==> config.mk <==
export PLATFORM = sky130hd
export DESIGN_NAME = seq_detector_param
export DESIGN_NICKNAME = d
export VERILOG_FILES = /design/src/rtl/seq_detector_param.sv
export SDC_FILE = /design/constraint.sdc
export NUM_CORES = 1
export LEC_CHECK = 0
export ABC_AREA = 1
export CAP_MARGIN = 10
export CORE_ASPECT_RATIO = 0.75
export CORE_UTILIZATION = 50
export DETAILED_ROUTE_END_ITERATION = 7
export DONT_BUFFER_PORTS = 1
export GPL_TIMING_DRIVEN = 0
export PLACE_DENSITY_LB_ADDON = 0.12
export SLEW_MARGIN = 0
export SYNTH_ARGS = -nofsm -noshare
export SYNTH_HDL_FRONTEND = slang
export SYNTH_SLANG_ARGS = --single-unit
==> constraint.sdc <==
create_clock -name clk -period 2 [get_ports clk]
set_input_delay 0.4 -clock clk [delete_from_list [all_inputs] [get_ports clk]]
set_output_delay 0.4 -clock clk [all_outputs]
set_load 0.01 [all_outputs]
==> src/rtl/seq_detector_param.sv <==
// Run-time programmable serial pattern detector with a registered match pulse
// and a saturating match counter; pattern, length and overlap mode are shadowed on cfg_load.
module seq_detector_param #(
  parameter int                 MAX_LEN     = 8,
  parameter int                 LEN_W       = 4,
  parameter int                 CNT_W       = 8,
  parameter logic [MAX_LEN-1:0] DEF_PATTERN = 8'h0C,
  parameter logic [LEN_W-1:0]   DEF_LEN     = 4'd4,
  parameter logic               DEF_OVERLAP = 1'b0
) (
  input  logic               clk,
  input  logic               rst_n,
  input  logic               en,
  input  logic               x,
  input  logic               cfg_load,
  input  logic [MAX_LEN-1:0] cfg_pattern,
  input  logic [LEN_W-1:0]   cfg_len,
  input  logic               cfg_overlap,
  output logic               z,
  output logic [CNT_W-1:0]   match_count,
  output logic               cfg_err
);

  localparam int                FILL_W   = $clog2(MAX_LEN + 1);
  localparam logic [FILL_W-1:0] FILL_MAX = FILL_W'(MAX_LEN);

  // The oldest history bit would fall off before it could ever be compared,
  // so only MAX_LEN-1 previous bits are kept; x supplies the newest one.
  logic [MAX_LEN-2:0] hist_q, hist_d;
  logic [FILL_W-1:0]  fill_q, fill_d;
  logic               z_q, z_d;
  logic [CNT_W-1:0]   count_q, count_d;
  logic               cfg_err_q, cfg_err_d;
  logic [MAX_LEN-1:0] pattern_q, pattern_d;
  logic [LEN_W-1:0]   len_q, len_d;
  logic               overlap_q, overlap_d;

  logic [MAX_LEN-1:0] nh;
  logic [MAX_LEN-1:0] mask;
  logic               fill_ok;
  logic               hit;

  always_comb begin
    nh   = {hist_q, x};
    mask = '0;
    for (int i = 0; i < MAX_LEN; i++) begin
      mask[i] = (i < int'(len_q));
    end
    fill_ok = (int'(fill_q) + 1) >= int'(len_q);
    hit     = en & ~cfg_err_q & fill_ok & ((nh & mask) == (pattern_q & mask));

    hist_d    = hist_q;
    fill_d    = fill_q;
    z_d       = 1'b0;
    count_d   = count_q;
    cfg_err_d = cfg_err_q;
    pattern_d = pattern_q;
    len_d     = len_q;
    overlap_d = overlap_q;

    if (cfg_load) begin
      pattern_d = cfg_pattern;
      len_d     = cfg_len;
      overlap_d = cfg_overlap;
      hist_d    = '0;
      fill_d    = '0;
      count_d   = '0;
      cfg_err_d = (int'(cfg_len) < 2) || (int'(cfg_len) > MAX_LEN);
    end else if (en) begin
      hist_d = nh[MAX_LEN-2:0];
      z_d    = hit;
      // Non-overlapping mode restarts the fill count so matched bits are not reused.
      if (hit && !overlap_q) begin
        fill_d = '0;
      end else if (fill_q != FILL_MAX) begin
        fill_d = fill_q + 1'b1;
      end
      if (hit && (count_q != '1)) begin
        count_d = count_q + 1'b1;
      end
    end
  end

  always_ff @(posedge clk or negedge rst_n) begin
    if (!rst_n) begin
      hist_q    <= '0;
      fill_q    <= '0;
      z_q       <= 1'b0;
      count_q   <= '0;
      cfg_err_q <= 1'b0;
      pattern_q <= DEF_PATTERN;
      len_q     <= DEF_LEN;
      overlap_q <= DEF_OVERLAP;
    end else begin
      hist_q    <= hist_d;
      fill_q    <= fill_d;
      z_q       <= z_d;
      count_q   <= count_d;
      cfg_err_q <= cfg_err_d;
      pattern_q <= pattern_d;
      len_q     <= len_d;
      overlap_q <= overlap_d;
    end
  end

  assign z           = z_q;
  assign match_count = count_q;
  assign cfg_err     = cfg_err_q;

endmodule

# Word level (Yosys, flattened, before mapping)
# Index checks and enable logic that the tools add are counted.
# totals
regBits	34
inputBits	18
# classes
addsub	3
order_cmp	11
eq_ne	3
mux	11
bitwise_logic	6
n_reduce_logical	9
# op_table
operator	n
two-way mux 8 bit	3
AND 8 bit	2
less-than comparator 3 x 4 -> 1 bit (first input constant)	4
two-way mux 4 bit	4
two-way mux 7 bit	2
adder 8 x 1 -> 8 bit (second input constant)	1
equality test 8 bit	1
less-than comparator 1 x 4 -> 1 bit (first input constant)	2
less-than comparator 2 x 4 -> 1 bit (first input constant)	2
inequality test 8 bit (second input constant)	1
adder 4 x 1 -> 5 bit (second input constant)	1
>= comparator 5 x 4 -> 1 bit	1
adder 4 x 1 -> 4 bit (second input constant)	1
> comparator 4 bit (second input constant)	1
less-than comparator 4 x 2 -> 1 bit (second input constant)	1
inequality test 4 bit (second input constant)	1
AND reduction 2 bit	2
nonzero test 2 bit	2
AND 1 bit	3
nonzero test 3 bit	1
logical AND 1 bit	2
two-way mux 1 bit	2
logical NOT 1 bit	1
logical OR 1 bit	1
NOT 1 bit	1

# Longest topological paths before layout
# Gate-level depths: netlist (run 1).
# logic_depth
depth_word	8
depth_mapped	16

# Worst setup path after synthesis (run 1)
# No wires, ideal clock.
# synth_timing
path_type	reg-to-reg
start	register fill_q[0]
end	register fill_q[2]
arrival_ns	1.825
path_slack_ns	0.058
path_stages_with_launch	17
path_cell_list	dfrtp_1 ha_1 xor2_1 ha_1 nand2_1 inv_1 nand2_1 nand2_1 nand2_1 nand2_1 nand2_2 nor2_4 nand2_1 nand3_1 nand2_2 nand2_1 nand2_1
# synth_via
elab_chain_len	8
word_cells_on_any_way	13
cone_classes	add/sub: 2; order compare: 1; eq/ne: 1; mux: 4; bitwise: 2; reduce/logical: 3
# synth_lines
element	line_no	source
from (decl)	30	logic [FILL_W-1:0] fill_q, fill_d;
from (signal assigned)	96	fill_q <= fill_d;
adder 4 x 1 -> 5 bit	49	fill_ok = (int'(fill_q) + 1) >= int'(len_q);
>= comparator 5 x 4 -> 1 bit	49	
AND 1 bit (2 in a row)	50	hit = en & ~cfg_err_q & fill_ok & ((nh & mask) == (pattern_q & mask));
logical AND 1 bit	73	if (hit && !overlap_q) begin
two-way mux 4 bit	73	
two-way mux 4 bit	69	end else if (en) begin
two-way mux 4 bit	61	if (cfg_load) begin
# Parallel ways exist; a longest one is shown, timed or not. The select of a mux whose other input is x is not followed.
# A chain may end at the register's enable or synchronous reset.

# Worst setup path after layout (run 1)
# layout_timing
start	register fill_q[0]
end	register count_q[5], in the netlist match_count[5]
# layout_via
elab_chain_len	7
# layout_lines
element	line_no	source
adder 4 x 1 -> 5 bit	49	
>= comparator 5 x 4 -> 1 bit	49	
AND 1 bit (2 in a row)	50	
logical AND 1 bit	78	if (hit && (count_q != '1)) begin
nonzero test 2 bit (no source line)	--	
AND reduction 2 bit (no source line)	--	
to (signal assigned)	98	count_q <= count_d;
to (decl)	32	logic [CNT_W-1:0] count_q, count_d;
# Every way passes these cells.

==> results.ini, run 1 <==
[status]
status=finished with violations
violations=negative setup slack

[routing]
routedLengthMet1_mm=2.01
via_per_inst=5.05
top_layer=met4
first_pass_iters=4
wl_met3_um=204
num_vias=1530
wl_met2_mm=1.77
drt_iter0_markers=105
wire_per_inst_um=13.3
drc_errors=0
totalWireLength_mm=4.04
ant_nets=0

[setup_path]
setup.worst_path.class=register to register
worstPathCellList=ha_4 -> xor2_2 -> ha_1 -> nand2_1 -> inv_1 -> nand2_1 -> nand2_1 -> nand2_1 -> nand2_1 -> nand2_2 -> nor2_4 -> nand2_4 -> nand2_4 -> nand3_1 -> o21ai_0
reg2reg_depth=15
cp.required_ns=2.22
slowest_stage=dfrtp_1
path_max_fanout=8
arrival_ns=2.33
startpoint_type=register
crit_top_cell=nand2_1
cp-end-kind=register
worst_path_largest_cell_delay_ns=0.43

[worst_hold_path]
whs_path_depth=2
hold_class=primary input to register

[place]
gp_congestion=0.788
dp_slack_ns=-0.122
dpl.hpwl_mm=2.83
placed_area_um2=1940
io_buffers=0

[final_layout]
drive_gt1_share_pct=15.8
finalNetCount=277
n_antenna_cell=0
design_area_um2=2160
syn_to_final_growth_pct=15.0
fill_cells=316

[timing]
fin_crit_ns=2.11
slew-limit-headroom_pct=66.4
finalSetupTns_ns=-0.957
fin_ws_ns=-0.108
tightest_slew_ns=0.505
skew_ns=0.00870
max_freq_ghz=0.474
grt_setup_unrepaired=true
hold_violations=0
finalSetupViolCount=12
slew_violations=0
timing.hold.ws_ns=0.224
post-route-period-util_pct=105

[global_route]
grt_pass1_wl_mm=6.20
first_global_vias=1340
antenna_found_initial=0
grt_usage_pct=21.9
grt_max_degree=35
grt-ovfl-total=0

[cts]
cts_tree=built
path_clk_slew_ns=0.07
cts.sinks=34
htree_levels=2
clock_latency_ns=0.29
cts-buffers-inserted=5
clk_path_buf_depth=2
cts_root_buf=clkbuf_8

[synthesis]
yosysMostFrequentCell=nand2_1
synth_top_area_share_pct=41.4
async_flop_share_pct=100
yosysTopAreaCell=dfrtp_1
ys_types=30
synth.net_count=264
syn_area_um2=1880
synth_edf_count=0
seq_area_frac_synth_pct=45.6
ys_ff_latch=34
ys.flop_type=dfrtp_1
synth_warnings=0
synthMuxAreaShare_pct=0
synth_xor_area_share_pct=4.20
synthSimpleGateAreaFrac_pct=28.4
synth_top_cells_by_area=dfrtp_1 (41%), nand2_1 (16%), inv_1 (6.2%), ha_1 (4.7%), dfstp_2 (4.2%)
synth.avg_cell_area_um2=7.85
synth_top_family_by_area=simple AND/OR/NAND/NOR gates
synthAdderAreaFrac_pct=4.67
yosys-top-cells-count=nand2_1 (80), dfrtp_1 (31), inv_1 (31)
synthCells=239
synth-compound-area-share_pct=8.67

[floorplan]
core_area_um2=3420
start_util_pct=54.8
die_y_um=55.0
fp-row-count=18
dieArea_um2=4000
die-width_um=72.7
ios=28

[power]
power_density_nw_per_um2=788
irDropWorstVdd_v=0.000492
leakage_uw=0.00106
totalPowerFinal_uw=1700

[job]
max_cap_violations=0

==> per-layer routing <==
layer / vias to the layer above / GRT usage [%]
met5: - / 0
met4: 0 / 8.82
met3: 7 / 5.43
met2: 35 / 34.3
met1: 702 / 29.7
li1: 786 / -
==> logic make-up after synthesis <==
| logic type | Yosys count |
|---|---|
| compound gates | 28 |
| buf+inv | 38 |
| flops | 34 |
| xor+xnor | 9 |
| fa+ha+maj | 7 |
| simple gates | 123 |
==> per-stage QoR <==
step | instances | util (%)
5_1_grt | 303 | 63.0
6_report | 303 | 63.0
3_5_place_dp | 289 | 56.6
4_1_cts | 302 | 62.0
3_3_place_gp | 289 | 56.6
2_1_floorplan | 239 | -
==> worst max-delay path: cells and delay by family, from the launching register on <==
family | cells | cell delay, ns
AOI/OAI and AO/OA | 1 | 0.07
xor gates and xnor gates | 1 | 0.14
adders and majority gates | 2 | 0.50
buffers and inverters | 1 | 0.05
DFF | 1 | 0.43
and+or+nand+nor | 10 | 0.85
==> worst paths after layout <==
| check | start | endpoint | slack, ns |
|---|---|---|---|
| min reg2reg | fill_q[3] | fill_q[3] | 0.47 |
| max | fill_q[0] | match_count[5] | -0.11 |
| max in group asynchronous | rst_n | pattern_q[2] | 1.19 |
| min | cfg_overlap | overlap_q | 0.22 |
| min in group asynchronous | rst_n | len_q[1] | 0.56 |
| max reg2reg | fill_q[0] | match_count[5] | -0.11 |
==> area by class of cell <==
class | count | area (um^2) | share of cell area, %
sequential | 34 | 856 | 39.7
tap | 50 | 62.6 | 2.90
multi-input combinational | 167 | 930 | 43.1
inverter | 33 | 124 | 5.74
clock buffer | 8 | 90.1 | 4.18
timing repair buffer | 6 | 60.1 | 2.78
buffer | 5 | 35.0 | 1.62
==> registers in the layout, indices dropped and copies added (netlist names) <==
register	flops
overlap_q	1
len_q	4
hist_q	7
pattern_q	8
fill_q	4
z	1
cfg_err	1
match_count	8
==> placed cells by master (no fill, tap or decap), types with 2 or more instances in the layout <==
cell and instances:
o21ai_0 10, ha_1 5, clkbuf_8 6, nand3_1 11, inv_1 31, dfstp_2 3, ha_4 2, o21ai_1 4
nor2_1 15, nand4_1 4, nand2_4 3, nand2_2 6, o31ai_2 2, dfrtp_1 30, nor2_2 2, xor2_1 7
clkbuf_1 4, a21oi_1 2, nand3_2 2, buf_6 2, o22ai_1 7, nand2_1 76, buf_4 4
==> timing repair <==
| action | CTS | global route |
|---|---|---|
| buffers inserted | 3 | 1 |
| pin swaps | 4 | 12 |
| resized for setup | 8 | 9 |
| endpoints found under the hold margin | 34 | 0 |
| hold buffers | 2 | 0 |
| setup endpoints to repair | 12 | 12 |
==> report_power, final <==
group | switching (uW) | total (uW) | internal (uW)
clock network | 238 | 518 | 280
registers | 52.2 | 792 | 739
logic | 225 | 390 | 165
Power figures use the tool's default switching activity.
==> inputs of run 2 (changes only) <==
RECOVER_POWER = 50   (was unset)
==> run 2 against run 1 <==
  * The run still ends with negative setup slack left
  * Maximum frequency is the same
  * Clock-buffer cell count stayed put
  * Largest power group unchanged
  * Clock skew stayed put
  * Register-to-register slack about the same
  * Sequential cell count unchanged
  * Sequential power barely moved
  * Cell count unchanged
  * Utilization shrank 0.44 points
  * Worst setup slack stayed put
  * Routed wire length hardly changed
  * Global-route usage unchanged
  * Power fell by 0.23%
==> results.ini, run 2 (synthesis gave the netlist of run 1 again) <==
[final_layout]
fill_cells=318  ; was 316
mostFrequentLayoutCell=nand2_1  ; unchanged
finalNetCount=277  ; unchanged
drive_gt1_share_pct=15.8  ; unchanged
regArea_um2=856  ; unchanged
n_antenna_cell=0  ; unchanged
design_area_um2=2140  ; was 2160 um^2
layout_common_cells=nand2_1 (76), inv_1 (31), dfrtp_1 (30), nor2_1 (15), nand3_1 (11)  ; unchanged
syn_to_final_growth_pct=14.2  ; was 15.0%
multi_input_area_um2=930  ; unchanged

[cts]
clk_path_buf_depth=2  ; unchanged
path_clk_slew_ns=0.07  ; about the same
cts-buffers-inserted=5  ; unchanged
htree_levels=2  ; unchanged
cts_tree=built  ; unchanged
clock_latency_ns=0.29  ; about the same
cts.sinks=34  ; unchanged
cts_root_buf=clkbuf_8  ; unchanged

[floorplan]
die-width_um=72.7  ; unchanged
start_util_pct=54.8  ; unchanged
fp-row-count=18  ; unchanged
ios=28  ; unchanged
core_area_um2=3420  ; unchanged
dieArea_um2=4000  ; unchanged
die_y_um=55.0  ; unchanged

[setup_path]
cp-end-kind=register  ; unchanged
reg2reg_to=match_count[5]  ; unchanged
setup.worst_path.class=register to register  ; unchanged
cp.required_ns=2.22  ; about the same
reg2reg_slack_ns=-0.11  ; about the same
worst_path_largest_cell_delay_ns=0.43  ; about the same
crit_top_cell=nand2_1  ; unchanged
path_max_fanout=8  ; unchanged
worstPathCellList=ha_4 -> xor2_2 -> ha_1 -> nand2_1 -> inv_1 -> nand2_1 -> nand2_1 -> nand2_1 -> nand2_1 -> nand2_2 -> nor2_4 -> nand2_4 -> nand2_4 -> nand3_1 -> o21ai_0  ; unchanged
arrival_ns=2.33  ; about the same
slowest_stage=dfrtp_1  ; unchanged
reg2reg_depth=15  ; unchanged
worstReg2RegStart=fill_q[0]  ; unchanged
startpoint_type=register  ; unchanged

[timing]
fin_crit_ns=2.11  ; unchanged
post-route-period-util_pct=105  ; unchanged
slew_violations=0  ; unchanged
slew-limit-headroom_pct=44.0  ; was 66.4%
finalSetupViolCount=12  ; unchanged
finalSetupTns_ns=-0.957  ; unchanged
tightest_slew_ns=0.839  ; was 0.505 ns
grt_setup_unrepaired=true  ; unchanged
max_freq_ghz=0.474  ; unchanged
skew_ns=0.00870  ; unchanged
hold_violations=0  ; unchanged
fin_ws_ns=-0.108  ; unchanged

[power]
leakage_uw=0.00105  ; was 0.00106 uW
irDropWorstVdd_v=0.000492  ; about the same
power_density_nw_per_um2=792  ; was 788 nW/um^2

[routing]
via_per_inst=5.05  ; unchanged
ant_nets=0  ; unchanged
num_vias=1530  ; unchanged
totalWireLength_mm=4.05  ; was 4.04 mm
drt_iter0_markers=105  ; unchanged
wire_per_inst_um=13.3  ; about the same
drc_errors=0  ; unchanged
first_pass_iters=4  ; unchanged

[worst_hold_path]
hp-start=cfg_overlap  ; unchanged
whs_path_depth=2  ; unchanged
hold_class=primary input to register  ; unchanged
hold_end=overlap_q  ; unchanged

[status]
violations=negative setup slack  ; unchanged
status=finished with violations  ; unchanged

[global_route]
grt_max_degree=35  ; unchanged
antenna_found_initial=0  ; unchanged
grt-ovfl-total=0  ; unchanged
first_global_vias=1340  ; unchanged
grt_pass1_wl_mm=6.20  ; unchanged
grt_usage_pct=21.9  ; unchanged

[place]
io_buffers=0  ; unchanged
gp_congestion=0.788  ; unchanged
dpl.hpwl_mm=2.83  ; unchanged
placed_area_um2=1940  ; unchanged
dp_slack_ns=-0.122  ; unchanged

[job]
max_cap_violations=0  ; unchanged

[run 2: cell count changes in the layout (fill, tap and decap cells not counted)]
cell      before  now
clkbuf_2       0    1
buf_12         1    0
[run 2: area by class of cell]
type                    count  area share, %
well taps                  50           2.92
flip-flops and latches     34           40.0
multi-input cells         167           43.4
plain buffers               5           1.64
clock buffers               8           4.21
inverters                  33           5.78
repair buffers              6           2.10
[run 2: power breakdown]
part / leakage (uW) / internal, uW / switching, uW
sequential: 0.000439 / 739 / 52.2
combinational: 0.000569 / 161 / 224
clock: 0.0000455 / 280 / 238
[run 2: worst max-delay path: cells and delay by family (launching register included)]
family                   cells  cell delay, ns
AO/OA/AOI/OAI                1            0.07
XOR/XNOR                     1            0.14
adder cells (fa/ha/maj)      2            0.50
buffers and inverters        1            0.05
flip-flops                   1            0.43
AND/OR/NAND/NOR             10            0.85
[run 2: per-layer routing]
layer	track usage, %	share of wire, %	vias up
met1	29.7	50	702
met5	0	0	-
li1	-	-	786
met4	8.82	1.6	0
met2	34.3	44	35
met3	5.43	5.0	7
[run 2: repair_timing]
action,CTS,global route
pin swaps,4,12
buffers inserted,3,1
hold endpoints to repair,34,0
gates resized for setup,8,9
hold buffers,2,0
setup endpoints to repair,12,12
[run 2: how the worst max path moves through the flow]
stage,from,endpoint,slack [ns]
after global routing,fill_q[1],fill_q[0],-0.22
after CTS,fill_q[0],fill_q[0],-0.04
after floorplan,fill_q[0],fill_q[2],0.06
after global placement,fill_q[0],match_count[2],-0.13
after detailed placement,fill_q[0],fill_q[2],-0.12
final,fill_q[0],match_count[5],-0.11
[run 2: per-stage QoR]
step	utilization [%]	hold WS [ns]	cells	total power (uW)
6_report	62.6	0.224	303	1700
5_1_grt	62.6	0.223	303	1780
2_1_floorplan	-	0.104	239	1010
4_1_cts	62.0	0.218	302	1670
3_5_place_dp	56.6	0.106	289	1080
3_3_place_gp	56.6	0.105	289	1070
